File: src/rtl/cblock_chain_cfg.sv
// Connection block: serial-scan configured switch points joining W highway
// tracks with a down-going and an up-going vertical chain. The scan chain
// loads a shadow image; a commit copies it to the active register only when
// the bit count and (optionally) even parity check out.

// One crossing: vertical up-chain stage, highway tap, down-chain stage.
module cblock_chain_lane (
  input  logic u_prev,   // up-chain value arriving from the lane below
  input  logic dn_next,  // down-chain value arriving from the lane above
  input  logic left_i,
  input  logic vu,
  input  logic lu,
  input  logic dr,
  input  logic vd,
  input  logic ld,
  input  logic ur,
  output logic u_cur,
  output logic dn_cur,
  output logic right_o
);
  logic h;

  // Pure OR-mux network: overlapping enables merge instead of contending.
  always_comb begin
    u_cur   = (u_prev & vu) | (left_i & lu);
    h       = left_i | (u_prev & dr);
    dn_cur  = (dn_next & vd) | (h & ld);
    right_o = h | (dn_next & ur);
  end
endmodule

module cblock_chain_cfg #(
  parameter int W      = 3,
  parameter int PARITY = 1
) (
  input  logic         clk,
  input  logic         rst,
  input  logic         cfg_si,
  input  logic         cfg_shift,
  input  logic         cfg_commit,
  output logic         cfg_so,
  output logic         cfg_err,
  output logic         cfg_live,
  input  logic [W-1:0] left_i,
  output logic [W-1:0] right_o,
  input  logic         up_i,
  output logic         down_o,
  input  logic         down_i,
  output logic         up_o
);
  localparam int CFG_BITS = 6 * W;
  localparam int L        = CFG_BITS + PARITY;
  localparam int CW       = $clog2(L + 2);

  typedef enum logic {ST_EMPTY = 1'b0, ST_LIVE = 1'b1} state_t;

  state_t              state_q, state_d;
  logic [L-1:0]        s_q, s_d;
  logic [CW-1:0]       cnt_q, cnt_d;
  logic [CFG_BITS-1:0] a_q, a_d;
  logic                err_q, err_d;
  logic                live_q, live_d;
  logic                par_ok, accept;

  // Commit is only meaningful on a complete, quiescent, parity-clean chain.
  always_comb begin
    par_ok = (PARITY == 0) || (^s_q == 1'b0);
    accept = (cnt_q == CW'(L)) && par_ok && !cfg_shift;
  end

  // Next-state: shift/count, then commit (commit always clears the counter).
  always_comb begin
    s_d     = s_q;
    cnt_d   = cnt_q;
    a_d     = a_q;
    err_d   = err_q;
    state_d = state_q;
    if (cfg_shift) begin
      s_d = {s_q[L-2:0], cfg_si};
      if (cnt_q != CW'(L + 1)) cnt_d = cnt_q + CW'(1);
    end
    if (cfg_commit) begin
      cnt_d = '0;
      if (accept) begin
        a_d     = s_q[L-1 -: CFG_BITS];
        err_d   = 1'b0;
        state_d = ST_LIVE;
      end else begin
        err_d = 1'b1;
      end
    end
    live_d = (state_d == ST_LIVE);
  end

  // All config state plus the EMPTY/LIVE FSM and its registered flag.
  always_ff @(posedge clk or posedge rst) begin
    if (rst) begin
      s_q     <= '0;
      cnt_q   <= '0;
      a_q     <= '0;
      err_q   <= 1'b0;
      live_q  <= 1'b0;
      state_q <= ST_EMPTY;
    end else begin
      s_q     <= s_d;
      cnt_q   <= cnt_d;
      a_q     <= a_d;
      err_q   <= err_d;
      live_q  <= live_d;
      state_q <= state_d;
    end
  end

  assign cfg_so   = s_q[L-1];
  assign cfg_err  = err_q;
  assign cfg_live = live_q;

  // Active image fields, MSB first: VD VU LU DR UR LD.
  logic [W-1:0] vd, vu, lu, dr, ur, ld;
  assign vd = a_q[6*W-1 -: W];
  assign vu = a_q[5*W-1 -: W];
  assign lu = a_q[4*W-1 -: W];
  assign dr = a_q[3*W-1 -: W];
  assign ur = a_q[2*W-1 -: W];
  assign ld = a_q[W-1:0];

  // u[0] is the bottom entry; dn[W] is the top entry. Up-chain runs low to
  // high index, down-chain high to low, so the lanes never form a loop.
  logic [W:0] u, dn;
  assign u[0]  = down_i;
  assign dn[W] = up_i;

  for (genvar i = 0; i < W; i++) begin : g_lane
    cblock_chain_lane u_lane (
      .u_prev  (u[i]),
      .dn_next (dn[i+1]),
      .left_i  (left_i[i]),
      .vu      (vu[i]),
      .lu      (lu[i]),
      .dr      (dr[i]),
      .vd      (vd[i]),
      .ld      (ld[i]),
      .ur      (ur[i]),
      .u_cur   (u[i+1]),
      .dn_cur  (dn[i]),
      .right_o (right_o[i])
    );
  end

  assign up_o   = u[W];
  assign down_o = dn[0];
endmodule

File: config.mk
export PLATFORM = sky130hd
export DESIGN_NAME = cblock_chain_cfg
export DESIGN_NICKNAME = d
export VERILOG_FILES = /design/src/rtl/cblock_chain_cfg.sv
export SDC_FILE = /design/constraint.sdc
export NUM_CORES = 1
export LEC_CHECK = 0
export BUFFER_PORTS_ARGS = -buffer_cell sky130_fd_sc_hd__buf_4
export CAP_MARGIN = 20
export CORE_MARGIN = 5
export CORE_UTILIZATION = 30
export CTS_BUF_LIST = sky130_fd_sc_hd__clkbuf_8
export CTS_CLUSTER_DIAMETER = 30
export DETAILED_ROUTE_END_ITERATION = 6
export GPL_TIMING_DRIVEN = 0
export SLEW_MARGIN = 15
export SYNTH_ARGS = -nofsm -noshare
export SYNTH_HDL_FRONTEND = slang
export SYNTH_HIERARCHICAL = 1
export SYNTH_SLANG_ARGS = --single-unit
File: constraint.sdc
create_clock -name clk -period 5.7 [get_ports clk]
set_input_delay 0.57 -clock clk [delete_from_list [all_inputs] [get_ports clk]]
set_output_delay 0.57 -clock clk [all_outputs]
set_load 0.02 [all_outputs]
## After elaboration in Yosys (flattened, before gate mapping)

Index checks and enable logic that the tools add are counted.

- Register bits: 44
- Bits in latches: 0
- RAM bits: 0
- Bits in read-only memories: 0
- Input bits: 10
- Output and inout bits: 8
- Word-level logic and storage cells: 51
- Memories: 0

- $add $sub $neg: 1
- $mul: 0
- Divide/modulo/power cells: 0
- $lt $le $gt $ge: 0
- Equal/unequal tests: 2
- Shift operators: 0
- Multiplexer cells: 4
- Bitwise gates (word level): 31
- Reduce and logical (&&, ||, !) cells: 8

Operators by type and width:

| kind | number |
|---|---|
| 19-bit parity | 1 |
| 1-bit AND | 18 |
| 5-bit 2-to-1 mux | 3 |
| 1-bit OR | 12 |
| 5-bit by 1-bit adder with 5-bit output, second input constant | 1 |
| 5-bit equality test, second input constant | 1 |
| 5-bit inequality test, second input constant | 1 |
| 2-bit AND reduction | 2 |
| 2-bit nonzero test | 2 |
| 1-bit logical AND | 2 |
| 1-bit logical NOT | 1 |
| 1-bit 2-to-1 mux | 1 |
| 1-bit NOT | 1 |

## Depth between registers and ports, before layout

Gate-level depths: netlist of the first run.

- Depth in word-level cells: 12
- Depth in mapped cells: 8

## Modules after synthesis

The synthesis of the first run kept the hierarchy.

Modules (own cells, without submodules):

| module | instances | cells each | area each (sq um) | sequential area each (sq um) |
|---|---|---|---|---|
| cblock_chain_cfg | 1 | 129 | 1944.4 | 1101.1 |
| cblock_chain_lane | 3 | 5 | 36.3 | 0.0 |

## Worst setup path before layout of the first run

Ideal clock, no wire load.

- Kind: input to output
- From: input port down_i
- To: output port right_o[0]
- Arrival: 1.820 ns
- Required time: 5.130 ns
- Setup slack: 3.310 ns
- Cell stages on the path: 7
- Cell sequence: a22o_2 > a22o_2 > nand3_1 > nand2_1 > a22oi_1 > nand2_1 > a221o_1

- Cells in the longest elaborated chain, start to end: 12

RTL lines:

| what | line | RTL |
|---|---|---|
| start, declared | 48 | `input logic down_i,` |
| 1-bit AND | 25 | `u_cur = (u_prev & vu) \| (left_i & lu);` |
| 1-bit OR | 25 |  |
| 1-bit AND | 25 |  |
| 1-bit OR | 25 |  |
| via u[2] | 129 | `logic [W:0] u, dn;` |
| 1-bit AND | 26 | `h = left_i \| (u_prev & dr);` |
| 1-bit OR | 26 |  |
| 1-bit AND | 27 | `dn_cur = (dn_next & vd) \| (h & ld);` |
| 1-bit OR | 27 |  |
| via dn[2] | 129 |  |
| 1-bit AND | 27 |  |
| 1-bit OR | 27 |  |
| via dn[1] | 129 |  |
| 1-bit AND | 28 | `right_o = h \| (dn_next & ur);` |
| 1-bit OR | 28 |  |
| end, declared | 45 | `output logic [W-1:0] right_o,` |

The timed path passes the listed nets, and every way through them passes these cells.

## Worst setup path after layout of the first run

- From: register a_q[12]
- To: output port right_o[0]

- Cells in the longest elaborated chain, start to end: 12

RTL lines:

| what | line | RTL |
|---|---|---|
| start, declared | 60 | `logic [CFG_BITS-1:0] a_q, a_d;` |
| start signal, assigned | 100 | `a_q <= '0;` |
| start signal, assigned | 107 | `a_q <= a_d;` |
| 1-bit AND | 25 |  |
| 1-bit OR | 25 |  |
| via u[1] | 129 |  |
| 1-bit AND | 25 |  |
| 1-bit OR | 25 |  |
| via u[2] | 129 |  |
| 1-bit AND | 26 |  |
| 1-bit OR | 26 |  |
| 1-bit AND | 27 |  |
| 1-bit OR | 27 |  |
| via dn[2] | 129 |  |
| 1-bit AND | 27 |  |
| 1-bit OR | 27 |  |
| via dn[1] | 129 |  |
| 1-bit AND | 28 |  |
| 1-bit OR | 28 |  |

The timed path passes the listed nets, and every way through them passes these cells.

==> flow_summary.toml, run 1 <==
[timing]
clock.fmax_ghz = 0.3631
fin_hold_ws_ns = 0.2606
fin_crit_ns = 2.754
worst_pin_slew_ns = 0.5638
finalWorstSetupSlack_ns = 2.946
hold_viol = 0
min_period_over_period = 0.4832
maxSlewHeadroom = 0.6241
setup_tns_ns = 0
setup_viol = 0
fin_skew_ns = 0.006146
rsz0062_at_grt = "false"
slew_viol_final = 0

[placed_design]
dp.cells = 242
port_buffers = 17
place_congestion = 0.7281
place_ws_ns = 2.955
hpwl_um = 2665

[clock_network]
htree_num_levels = 2
clock_latency_ns = 0.29
clkTransAtPathRegs_ns = 0.08
clock-sinks = 44
cts_tree = "done"
clockBufferDepth = 2
cts-resized-gates = 0
post_cts_buffers = 0
postCtsHoldBufs = 0
numCtsBuffers = 5
cts-root-buf = "clkbuf_8"

[yosys]
synthTopCellsByArea = "dfrtp_1 (54%), mux2_4 (13%), mux2_2 (10%)"
ys_types = 23
synth_warnings = 6
synth_cells = 144
yosys.area.top_type = "dfrtp_1"
netlist_area_um2 = 2053
ys_ff_latch = 44
syn-num-nets = 156
synth_top_area_share = 0.5363
avgSynthCellArea_um2 = 14.26
yosysSeqAreaShare = 0.5363

[setup_path]
arrival_ns = 2.18
worstPathRequired_ns = 5.13
start_kind = "flip-flop"
path_delay_family = "compound AO/OA/AOI/OAI gates"
cpMaxStageDelayCell = "dfrtp_1"
crit_buf_inv = 1
slowest_delay_ns = 0.39
end_kind = "primary output"
path_cells = "a22o_2, a22o_2, nand3_1, nand2_1, a22oi_1, nand2_1, a221o_1, buf_4"
critical_path.max_fanout = 3
crit_type = "reg2out"

[finish]
layout_common_cells = "dfrtp_1 (44), mux2_2 (19), mux2_4 (18)"
final-instance-count-excl-fill = 250
fin_nets = 181
antennaDiodeCount = 0
drive_gt1_frac = 0.4176
syn_to_final_growth_pct = 16.58
layout_commonest_cell = "dfrtp_1"

[outcome]
outcome = "complete, no violations"

[routing]
finalWirelength_um = 3644
dr_total_vias = 1136
postRouteAntennaNets = 0
via_per_inst = 4.544
drt_iter0_markers = 34
drcViolationCount = 0
first_pass_iters = 6
avgRoutedWirePerCell_um = 14.58

[floorplanning]
core_um2 = 6719
io_pins = 18
num_rows = 30
die_area_um2 = 8599
initial_core_util = 0.3056
die_w_um = 92.73
die_y_um = 92.73

[global_route]
grt_max_degree = 29
grt.overflow.total = 0
antenna_found_initial = 0
grt_pass1_vias = 1169
track_usage = 0.09186
grt_pass1_wl_um = 6113

[power]
power.density_nw_per_um2 = 402.9
leakage_nw = 1.096
ir_drop_mv = 0.1599
power.total_uw = 964.4

[flow_run]
maxCapViolCount = 0

[worst_hold_path]
hold_class = "in2async"
stage by stage:
stage | area, µm² | util
floorplan | 2053 | -
global placement | 2281 | 0.3395
detailed placement | 2301 | 0.3425
CTS | 2394 | 0.3562
global route | 2394 | 0.3562
finish | 2394 | 0.3562
per-layer routing:
metal | part of all wire | GRT usage | wire length [µm] | vias up
met5 | 0 | 0 | 0 | -
met1 | 0.51 | 0.1352 | 1866 | 566
li1 | - | - | - | 554
met4 | 0 | 0.02564 | 0 | 0
met3 | 0.030 | 0.02600 | 111 | 0
met2 | 0.46 | 0.1311 | 1665 | 16
synth_stat cells (all sizes together):
master	instances
nand2	4
nand4	2
a22oi	3
xnor3	1
a21oi	1
mux2	37
a31oi	1
nor2b	1
buf	4
or2	1
xnor2	15
xor2	5
ha	2
and3	1
nor4bb	1
dfrtp	44
nor2	8
inv	4
a221o	3
a22o	3
nand3	3
sequential cells by signal, summed over array words and instances (netlist names):
register / cells
a_q: 18
cfg_err: 1
cfg_live: 1
cnt_q: 5
s_q: 19
final timing paths:
kind	startpoint	end	slack (ns)	cells past startpoint
worst max-delay path	a_q[12]	right_o[0]	2.95	8
worst min-delay path	rst	cfg_err	0.26	2
worst max register to register	s_q[12]	a_q[15]	3.53	7
worst min register to register	cfg_live	cfg_live	0.47	1
max in group asynchronous	rst	a_q[0]	4.97	3
min in group clk	cfg_live	cfg_live	0.47	1
power by group:
group,internal [mW],switching [mW],leakage [nW]
Combinational,0.209,0.115,0.474
Sequential,0.367,0.0742,0.571
Clock,0.0968,0.102,0.0510
logic make-up (layout without fill, tap and decap cells):
family	count (synthesis)	count (layout)	share of synthesized area
and+or+nand+nor	21	21	0.05180
DFF	44	44	0.5363
AOI/OAI and AO/OA	11	11	0.04570
buffers and inverters	8	34	0.02194
xor gates and xnor gates	21	21	0.09628
muxes	37	37	0.2358
adders and majority gates	2	2	0.01219
area by class of cell:
cell class / count / area [µm²]
buffer: 4 / 30.03
clock buffer: 6 / 82.58
clock inverter: 2 / 10.01
fill: 653 / 4325
inverter: 4 / 15.01
multi-input combinational: 92 / 907.1
sequential: 44 / 1101
tap: 80 / 100.1
timing repair buffer: 18 / 147.6
No activity file was read; power rests on OpenSTA's default activity.
==> inputs of run 2 (changes only) <==
--- a/config.mk
+++ b/config.mk
@@ -5,6 +5,7 @@
 export SDC_FILE = /design/constraint.sdc
 export NUM_CORES = 1
 export LEC_CHECK = 0
+export ABC_AREA = 1
 export BUFFER_PORTS_ARGS = -buffer_cell sky130_fd_sc_hd__buf_4
 export CAP_MARGIN = 20
 export CORE_MARGIN = 5
==> constraint.sdc (replaced) <==
create_clock -name clk -period 2.5 [get_ports clk]
set_input_delay 0.25 -clock clk [delete_from_list [all_inputs] [get_ports clk]]
set_output_delay 0.25 -clock clk [all_outputs]
set_load 0.02 [all_outputs]
==> run 2 against run 1 <==
Net effect: critical path depth grew 5; clock skew grew 0.0035 ns; combinational power grew 70%; critical endpoint unchanged.
==> flow_summary.toml, run 2 <==
[outcome]
outcome = "complete, no violations"

[clock_network]
numCtsBuffers = 5
cts_tree = "done"
cts-resized-gates = 0
cts-root-buf = "clkbuf_8"
htree_num_levels = 2
clock-sinks = 44
clock_latency_ns = 0.30
clockBufferDepth = 2
clkTransAtPathRegs_ns = 0.08
post_cts_buffers = 0

[yosys]
avgSynthCellArea_um2 = 7.619
synth_edf_count = 0
netlist_area_um2 = 2210
ys_ff_latch = 44
synth_top_area_share = 0.4983
async_flop_share = 1.000
yosys-top-cells-count = "nand2_1 (136), dfrtp_1 (44), nand3_1 (30), inv_1 (25), o21ai_0 (13)"
syn-num-nets = 302
ys_types = 24
ys.flop_type = "dfrtp_1"
synth_warnings = 6
synthTopCellsByArea = "dfrtp_1 (50%), nand2_1 (23%), nand3_1 (6.8%)"
yosysSeqAreaShare = 0.4983
synth_cells = 290
synth.most_common_cell = "nand2_1"
yosys.area.top_type = "dfrtp_1"

[setup_path]
rr_endpoint = "a_q[8]"
critical_path.max_fanout = 2
startpoint = "a_q[12]"
crit_type = "reg2out"
cpMaxStageDelayCell = "dfrtp_1"
end_kind = "primary output"
arrival_ns = 1.56
crit_buf_inv = 1
slowest_delay_ns = 0.38
reg2reg_from = "cnt_q[0]"
r2r_slack_ns = 0.72
worstPathRequired_ns = 2.25
path_delay_family = "simple AND/OR/NAND/NOR gates"
start_kind = "flip-flop"
path_cells = "nand2_1, nand2_1, nand2_1, nand2_1, nand2_1, nand2_1, nand2_1, nand2_1, nand2_1, nand2_1, nand2_1, nand3_1, buf_4"
r2r_cells = 7
cpMostUsedCell = "nand2_1"

[floorplanning]
core_um2 = 7214
die_area_um2 = 9181
die_y_um = 95.82
die_w_um = 95.82
io_pins = 18
initial_core_util = 0.3063
num_rows = 31

[timing]
hold_viol = 0
maxSlewHeadroom = 0.7118
finalWorstSetupSlack_ns = 0.6866
clock.fmax_ghz = 0.5515
fin_crit_ns = 1.813
fin_skew_ns = 0.009625
setup_viol = 0
rsz0062_at_grt = "false"
slew_viol_final = 0
setup_tns_ns = 0
worst_pin_slew_ns = 0.4317
min_period_over_period = 0.7254

[routing]
top_layer_used = "met4"
dr_total_vias = 1790
first_pass_iters = 4
route.met2.wl_um = 1957
wl_met3_um = 206
wl_met1_um = 2293
avgRoutedWirePerCell_um = 10.86
postRouteAntennaNets = 0
drt_iter0_markers = 137
finalWirelength_um = 4506
drcViolationCount = 0
via_per_inst = 4.313

[finish]
multiInputGateArea_um2 = 952.2
antennaDiodeCount = 0
layout_commonest_cell = "nand2_1"
fin_nets = 327
largest_register_ffs = 19
final.fill_count = 797
reg_top3 = "s_q (19), a_q (18), cnt_q (5)"
drive_gt1_frac = 0.1139
largest_register = "s_q"
seqCellArea_um2 = 1101
syn_to_final_growth_pct = 17.27
layout_common_cells = "nand2_1 (136), dfrtp_1 (44), nand3_1 (30)"

[global_route]
antenna_found_initial = 0
track_usage = 0.1098
grt.overflow.total = 0
grt_pass1_vias = 1730
grt_pass1_wl_um = 7893
grt_max_degree = 26

[worst_hold_path]
holdPathStages = 2
min-delay-start = "cfg_commit"
hold_class = "in2reg"
min_to = "cnt_q[1]"

[placed_design]
place_congestion = 0.7710
port_buffers = 16
hpwl_um = 3483
place_ws_ns = 0.7046

[power]
ir_drop_mv = 0.2810
leakage_nw = 1.423
power.density_nw_per_um2 = 735.3

[flow_run]
maxCapViolCount = 0
run 2: changes by cell type in the layout (fill, tap and decap cells not counted), moves of 4 or more:
cell	previous run	this run
nand3_1	3	30
nand2_1	4	136
mux2_4	18	0
clkbuf_1	0	4
o21ai_0	0	13
xnor2_1	15	5
inv_1	3	25
mux2_2	19	0
run 2: cells by family (layout without fill, tap and decap cells):
kind of cell,count (synthesis),count (layout),synth area share
adder cells (fa/ha/maj),2,2,0.01132
buffers and inverters,35,61,0.07078
flip-flops,44,44,0.4983
XOR/XNOR,10,10,0.03964
AND/OR/NAND/NOR,181,181,0.3364
AO/OA/AOI/OAI,18,18,0.04360
run 2: cell type report:
type                    count  share of cell area
plain buffers               9             0.02269
clock buffers               5             0.02656
clock inverters             3             0.01497
inverters                  26             0.03766
multi-input cells         211              0.3675
flip-flops and latches     44              0.4249
well taps                  99             0.04780
repair buffers             18             0.05794
run 2: timing repair:
action / CTS / global route
hold buffers: 1 / 0
endpoints found under the hold margin: 19 / 0
setup endpoints to repair: 0 / 0
run 2: layer usage:
metal / GRT usage / vias to the layer above
li1: - / 949
met1: 0.1501 / 806
met2: 0.1702 / 30
met3: 0.02737 / 5
met4: 0.03555 / 0
met5: 0 / -
run 2: per-stage QoR:
stage / hold WS [ns] / utilization / std cells / area (µm²) / power (mW)
2_1_floorplan: 0.3224 / - / 290 / 2210 / 1.280
3_3_place_gp: 0.4490 / 0.3401 / 405 / 2454 / 1.384
3_5_place_dp: 0.2848 / 0.3429 / 406 / 2474 / 1.404
4_1_cts: 0.1412 / 0.3592 / 415 / 2591 / 1.932
5_1_grt: 0.1461 / 0.3592 / 415 / 2591 / 2.043
6_report: 0.1484 / 0.3592 / 415 / 2591 / 1.905
run 2: report_power, final:
group	internal, mW	switching (mW)	leakage [nW]
logic	0.232	0.318	0.775
registers	0.760	0.0712	0.588
clock network	0.292	0.232	0.0593
run 2: worst max-delay path by stage:
stage / cells past startpoint / to
finish: 13 / right_o[0]
global route: 15 / a_q[8]
CTS: 13 / right_o[0]
detailed placement: 8 / a_q[8]
global placement: 2 / s_q[14]
floorplan: 12 / a_q[1]
